[src/rtl/crypto_key_ctrl_if.sv]
// Snooped datapath input handshake plus the stall gate fed back to the
// upstream tready. The master side is the datapath/integration wrapper,
// the slave side is the key controller.
interface crypto_key_ctrl_if;
    logic mon_tvalid;
    logic mon_tready;
    logic mon_tlast;
    logic stall;

    modport master (
        output mon_tvalid,
        output mon_tready,
        output mon_tlast,
        input  stall
    );

    modport slave (
        input  mon_tvalid,
        input  mon_tready,
        input  mon_tlast,
        output stall
    );
endinterface

[src/rtl/crypto_key_ctrl.sv]
// Key controller for the crypto XOR datapath.
// Owns the active key and swaps it only on packet boundaries. A new key
// comes either from a CPU write (held in a shadow register) or from an
// automatic rotation after a programmable number of packets. When a change
// is pending at a packet boundary the controller raises stall for exactly
// one cycle; that cycle is the commit window, so back-to-back traffic can
// never carry a packet across two keys.
module crypto_key_ctrl #(
    parameter int unsigned          KEY_WIDTH   = 32,
    parameter int unsigned          EPOCH_WIDTH = 8,
    parameter int unsigned          CNT_WIDTH   = 32,
    parameter logic [KEY_WIDTH-1:0] RESET_KEY   = 32'hFFFF_FFFF,
    parameter logic [KEY_WIDTH-1:0] ROT_XOR     = 32'h0000_00A5
) (
    input  logic                   axis_aclk,
    input  logic                   axis_reset,
    crypto_key_ctrl_if.slave       mon,
    input  logic                   key_wr_en,
    input  logic [KEY_WIDTH-1:0]   key_wr_data,
    input  logic                   rotate_en,
    input  logic [15:0]            rotate_pkts,
    output logic [KEY_WIDTH-1:0]   key_out,
    output logic [EPOCH_WIDTH-1:0] key_epoch,
    output logic                   key_update,
    output logic                   pending,
    output logic [CNT_WIDTH-1:0]   pkt_count
);

    // Packet framing: IDLE means the next accepted beat opens a packet.
    typedef enum logic [0:0] {
        ST_IDLE   = 1'b0,
        ST_IN_PKT = 1'b1
    } state_t;

    localparam logic [15:0] ROT_CNT_MAX = 16'hFFFF;

    // Rotate left by one bit.
    function automatic logic [KEY_WIDTH-1:0] rotl1(input logic [KEY_WIDTH-1:0] k);
        return {k[KEY_WIDTH-2:0], k[KEY_WIDTH-1]};
    endfunction

    // Key derived from the current one on an automatic rotation.
    function automatic logic [KEY_WIDTH-1:0] rotated_key(input logic [KEY_WIDTH-1:0] k);
        return rotl1(k) ^ ROT_XOR;
    endfunction

    state_t                 state_r;
    logic [KEY_WIDTH-1:0]   key_r;
    logic [KEY_WIDTH-1:0]   shadow_r;
    logic [EPOCH_WIDTH-1:0] epoch_r;
    logic                   update_r;
    logic                   cpu_pend_r;
    logic                   rot_pend_r;
    logic [CNT_WIDTH-1:0]   pkt_cnt_r;
    logic [15:0]            rot_cnt_r;

    logic                   beat_s;
    logic                   tlast_beat_s;
    logic                   pending_s;
    logic                   commit_s;
    logic                   rot_due_s;

    // Handshake decode, pending summary and the commit/stall window.
    always_comb begin
        beat_s       = 1'b0;
        tlast_beat_s = 1'b0;
        pending_s    = 1'b0;
        commit_s     = 1'b0;
        rot_due_s    = 1'b0;

        beat_s       = mon.mon_tvalid & mon.mon_tready;
        tlast_beat_s = beat_s & mon.mon_tlast;
        pending_s    = cpu_pend_r | rot_pend_r;
        // tready is gated by stall downstream, so no beat lands in this cycle.
        commit_s     = (state_r == ST_IDLE) & pending_s;
        rot_due_s    = rotate_en & (rotate_pkts != 16'h0000) & (rot_cnt_r >= rotate_pkts);
    end

    // Packet framing FSM tracking whether we sit on a packet boundary.
    always_ff @(posedge axis_aclk or posedge axis_reset) begin
        if (axis_reset) begin
            state_r <= ST_IDLE;
        end else begin
            case (state_r)
                ST_IDLE: begin
                    if (beat_s && !mon.mon_tlast) begin
                        state_r <= ST_IN_PKT;
                    end else begin
                        state_r <= ST_IDLE;
                    end
                end
                ST_IN_PKT: begin
                    if (tlast_beat_s) begin
                        state_r <= ST_IDLE;
                    end else begin
                        state_r <= ST_IN_PKT;
                    end
                end
                default: begin
                    state_r <= ST_IDLE;
                end
            endcase
        end
    end

    // Active key, epoch and update pulse; changes only at the commit edge.
    always_ff @(posedge axis_aclk or posedge axis_reset) begin
        if (axis_reset) begin
            key_r    <= RESET_KEY;
            epoch_r  <= {EPOCH_WIDTH{1'b0}};
            update_r <= 1'b0;
        end else if (commit_s) begin
            // CPU key wins over a rotation requested at the same boundary.
            if (cpu_pend_r) begin
                key_r <= shadow_r;
            end else begin
                key_r <= rotated_key(key_r);
            end
            epoch_r  <= epoch_r + EPOCH_WIDTH'(1);
            update_r <= 1'b1;
        end else begin
            update_r <= 1'b0;
        end
    end

    // Shadow key and the two change requests.
    always_ff @(posedge axis_aclk or posedge axis_reset) begin
        if (axis_reset) begin
            shadow_r   <= {KEY_WIDTH{1'b0}};
            cpu_pend_r <= 1'b0;
            rot_pend_r <= 1'b0;
        end else begin
            // A write in the commit cycle stays pending for the next boundary;
            // the commit itself still sees the previous shadow value.
            if (key_wr_en) begin
                shadow_r   <= key_wr_data;
                cpu_pend_r <= 1'b1;
            end else if (commit_s) begin
                cpu_pend_r <= 1'b0;
            end else begin
                cpu_pend_r <= cpu_pend_r;
            end
            // Re-evaluated every cycle so dropping rotate_en withdraws it.
            if (commit_s) begin
                rot_pend_r <= 1'b0;
            end else begin
                rot_pend_r <= rot_due_s;
            end
        end
    end

    // Completed-packet counters: total (wrapping) and since-last-key (saturating).
    always_ff @(posedge axis_aclk or posedge axis_reset) begin
        if (axis_reset) begin
            pkt_cnt_r <= {CNT_WIDTH{1'b0}};
            rot_cnt_r <= 16'h0000;
        end else begin
            if (tlast_beat_s) begin
                pkt_cnt_r <= pkt_cnt_r + CNT_WIDTH'(1);
            end else begin
                pkt_cnt_r <= pkt_cnt_r;
            end
            if (commit_s) begin
                rot_cnt_r <= 16'h0000;
            end else if (tlast_beat_s && (rot_cnt_r != ROT_CNT_MAX)) begin
                rot_cnt_r <= rot_cnt_r + 16'h0001;
            end else begin
                rot_cnt_r <= rot_cnt_r;
            end
        end
    end

    assign mon.stall  = commit_s;
    assign key_out    = key_r;
    assign key_epoch  = epoch_r;
    assign key_update = update_r;
    assign pending    = pending_s;
    assign pkt_count  = pkt_cnt_r;

endmodule
[src/flat_wrapper.sv]
// flat-port wrapper written by rule: the top's interface ports become plain ports
module crypto_key_ctrl_flat 
#(
    parameter int unsigned          KEY_WIDTH   = 32,
    parameter int unsigned          EPOCH_WIDTH = 8,
    parameter int unsigned          CNT_WIDTH   = 32,
    parameter logic [KEY_WIDTH-1:0] RESET_KEY   = 32'hFFFF_FFFF,
    parameter logic [KEY_WIDTH-1:0] ROT_XOR     = 32'h0000_00A5
)
  (axis_aclk, axis_reset, key_wr_en, key_wr_data, rotate_en, rotate_pkts, key_out, key_epoch, key_update, pending, pkt_count, mon_mon_tvalid, mon_mon_tready, mon_mon_tlast, mon_stall);
  crypto_key_ctrl_if mon_i ();
  input  logic axis_aclk;
  input  logic axis_reset;
  input  logic key_wr_en;
  input  logic [KEY_WIDTH-1:0] key_wr_data;
  input  logic rotate_en;
  input  logic [15:0] rotate_pkts;
  output logic [KEY_WIDTH-1:0] key_out;
  output logic [EPOCH_WIDTH-1:0] key_epoch;
  output logic key_update;
  output logic pending;
  output logic [CNT_WIDTH-1:0] pkt_count;
  input wire logic [$bits(mon_i.mon_tvalid)-1:0] mon_mon_tvalid;
  input wire logic [$bits(mon_i.mon_tready)-1:0] mon_mon_tready;
  input wire logic [$bits(mon_i.mon_tlast)-1:0] mon_mon_tlast;
  output wire logic [$bits(mon_i.stall)-1:0] mon_stall;
  assign mon_i.mon_tvalid = mon_mon_tvalid;
  assign mon_i.mon_tready = mon_mon_tready;
  assign mon_i.mon_tlast = mon_mon_tlast;
  assign mon_stall = mon_i.stall;
  crypto_key_ctrl #(.KEY_WIDTH(KEY_WIDTH), .EPOCH_WIDTH(EPOCH_WIDTH), .CNT_WIDTH(CNT_WIDTH), .RESET_KEY(RESET_KEY), .ROT_XOR(ROT_XOR)) u_core (.axis_aclk(axis_aclk), .axis_reset(axis_reset), .mon(mon_i), .key_wr_en(key_wr_en), .key_wr_data(key_wr_data), .rotate_en(rotate_en), .rotate_pkts(rotate_pkts), .key_out(key_out), .key_epoch(key_epoch), .key_update(key_update), .pending(pending), .pkt_count(pkt_count));
endmodule
[config.mk]
export PLATFORM = sky130hd
export DESIGN_NAME = crypto_key_ctrl_flat
export DESIGN_NICKNAME = d
export VERILOG_FILES = /design/src/rtl/crypto_key_ctrl_if.sv /design/src/rtl/crypto_key_ctrl.sv /design/src/flat_wrapper.sv
export SDC_FILE = /design/constraint.sdc
export NUM_CORES = 1
export LEC_CHECK = 0
export CAP_MARGIN = 20
export CORE_ASPECT_RATIO = 1.2
export CORE_MARGIN = 4
export CORE_UTILIZATION = 46
export DETAILED_ROUTE_END_ITERATION = 10
export GPL_TIMING_DRIVEN = 0
export PLACE_DENSITY = 0.77
export SKIP_LAST_GASP = 1
export SLEW_MARGIN = 40
export SYNTH_ARGS = -nofsm -noshare
export SYNTH_HDL_FRONTEND = slang
export SYNTH_SLANG_ARGS = --single-unit
[constraint.sdc]
create_clock -name axis_aclk -period 3.9 [get_ports axis_aclk]
set_input_delay 0.78 -clock axis_aclk [delete_from_list [all_inputs] [get_ports axis_aclk]]
set_output_delay 0.78 -clock axis_aclk [all_outputs]
set_load 0.05 [all_outputs]
==> impl_metrics.toml <==
[sta]
maxSlewViolCount = 0
max_slew_margin_pct = 51.7
setup_viol = 0
rsz0062_at_grt = "false"
finClkSkew_ns = 0.00833
final.period_utilization_pct = 91.6
worst_pin_slew_ns = 0.724
fin_crit_ns = 3.57
holdWs_ns = 0.470
hold_violations = 0
clock.fmax_mhz = 280
tns_ns = 0

[cts]
cts_resized = 0
cts.sinks = 124
holdBufCountCts = 0
clk_path_buf_depth = 2
clk_pin_slew_ns = 0.06
cts_root_buf = "clkbuf_16"
cts_tree = "yes"
post_cts_buffers = 0
clock_latency_ns = 0.41
cts_made_buffers = 17
htree_levels = 4

[logic_synthesis]
synth_edf_count = 0
yosys-top-cells-area = "dfrtp_1, dfstp_2, mux2_2"
synth.distinct_cells = 49
syn_avg_cell_area_um2 = 11.1
synth_ff_type = "dfrtp_1"
async_flop_share_pct = 100
synth_seq_area_share_pct = 52.8
yosysTopAreaCell = "dfrtp_1"
ys_warn_count = 0
synth_fp_nets = 612
synth-seq-cells = 124
synth_top_area_share_pct = 38.6
netlist_instances = 538
syn_area_um2 = 5960

[cells_and_area]
final_cell_mix = "clkdlybuf4s50_1, dfrtp_1, nand2_1"
nets = 764
final_common_cell = "clkdlybuf4s50_1"
diodes = 0
drive_above_1_share_pct = 18.3
synthToLayoutAreaGrowth_pct = 38.1
fillerInstances = 990

[routing]
drc_errors = 0
vias = 4703
wl_per_cell_um = 16.8
final_antenna_net_count = 0
via_per_inst = 5.42
first_pass_iters = 4
routed_wl_mm = 14.6
drt_first_iter_violations = 253

[global_routing]
grt_pass1_vias = 4877
grt_antenna_before_repair = 0
grt.overflow.total = 0
grt_pass1_wl_mm = 24.5
grt_max_degree = 26
grtUsageTotal_pct = 20.3

[floorplanning]
coreArea_um2 = 12700
fp.dieW_um = 112
dieHeight_um = 133
ioPinCount = 130
dieArea_um2 = 14800
num_rows = 45
start_util_pct = 47.0

[outcome]
status = "finished clean"

[worst_setup_path]
r2r_cells = 5
rrSetupSlack_ns = 1.95
reg2reg_to = "u_core.key_out[1]"
start_kind = "register"
crit_arrival_ns = 2.79
path_class = "reg -> out"
path_max_fanout = 11
critPathCaptureType = "output port"
r2r-start = "u_core.rot_pend_r"
required_ns = 3.12

[pwr]
leakagePower_nw = 3.61
ir_drop_mv = 0.467
power_density_nw_per_um2 = 603

[hold_path]
hold_path_class = "reg -> reg"
hold_start = "u_core.key_out[11]"
whs_endpoint = "u_core.key_out[11]"
min_path_cells = 2

[job]
max-cap-violations = 0

[placement]
gp_congestion = 0.897
io_buffers = 128
dp_hpwl_mm = 11.0
stage by stage:
step                      util [%]  setup slack (ns)  instance area [µm²]  cells  total power, mW
after floorplan                  -              1.62                 5960    538             2.70
after global placement        58.8             0.521                 7450    830             3.20
after detailed placement      59.8             0.790                 7570    835             3.25
after CTS                     64.9             0.319                 8230    867             5.01
after global routing          64.9             0.229                 8230    867             5.17
final                         64.9             0.327                 8230    867             4.96
worst max-delay path by stage:
stage / end / slack, ns / depth (start not counted)
2_1_floorplan: async pin / 1.62 / 1
3_3_place_gp: u_core.key_epoch[4] / 0.52 / 2
3_5_place_dp: mon_stall / 0.79 / 4
4_1_cts: mon_stall / 0.32 / 4
5_1_grt: mon_stall / 0.23 / 4
6_report: mon_stall / 0.33 / 4
where the power goes:
part           internal (mW)  switching, mW  total, mW
logic                  0.516          0.943       1.46
registers               1.58          0.186       1.76
clock network           1.15          0.584       1.74
total                   3.25           1.71       4.96
state kept, by name, indices dropped and copies added, names as in the netlist, named ones only:
signal             cells
u_core.cpu_pend_r      1
u_core.key_epoch       8
u_core.key_out        32
u_core.key_update      1
u_core.pkt_count      32
u_core.rot_cnt_r      16
u_core.rot_pend_r      1
u_core.shadow_r       32
logic make-up (layout without fill, tap and decap cells):
| kind of cell | count (synthesis) | after routing | share of synthesized area (%) |
|---|---|---|---|
| xor+xnor | 38 | 38 | 5.59 |
| fa+ha+maj | 19 | 19 | 3.99 |
| buf+inv | 43 | 208 | 3.05 |
| compound gates | 79 | 79 | 7.79 |
| mux | 60 | 60 | 10.8 |
| flops | 124 | 124 | 52.8 |
| simple gates | 175 | 175 | 16.1 |
cells in the mapped netlist (all sizes together) (8+ instances only):
| cell | count |
|---|---|
| a21oi | 18 |
| and3 | 11 |
| and4 | 8 |
| buf | 11 |
| clkbuf | 11 |
| dfrtp | 92 |
| dfstp | 32 |
| ha | 19 |
| inv | 21 |
| mux2 | 32 |
| mux2i | 28 |
| nand2 | 62 |
| nand3 | 23 |
| nand4 | 24 |
| nor2 | 15 |
| nor3 | 8 |
| o21ai | 44 |
| xnor2 | 30 |
| xor2 | 8 |
critical path, cell delays in order, from the launching register on:
cell and delay [ns]:
dfrtp_1 0.41, o21bai_2 0.29, inv_2 0.17, clkbuf_1 0.58
clkdlybuf4s50_1 0.94
routing by layer:
| layer | up-vias | part of all wire (%) | global-route usage [%] |
|---|---|---|---|
| li1 | 2247 | - | - |
| met1 | 2309 | 41 | 24.8 |
| met2 | 124 | 53 | 35.3 |
| met3 | 23 | 4.2 | 4.53 |
| met4 | 0 | 1.8 | 7.03 |
| met5 | - | 0 | 0 |
area by class of cell:
| cell class | count | area [µm²] | area share [%] |
|---|---|---|---|
| timing repair buffer | 133 | 1400 | 17.1 |
| inverter | 21 | 82.6 | 1.00 |
| multi-input combinational | 371 | 2630 | 32.0 |
| tap | 164 | 205 | 2.49 |
| buffer | 22 | 103 | 1.25 |
| sequential | 124 | 3140 | 38.2 |
| clock buffer | 18 | 439 | 5.34 |
| clock inverter | 14 | 216 | 2.63 |
Note: power is estimated with default switching activity, not from simulation.
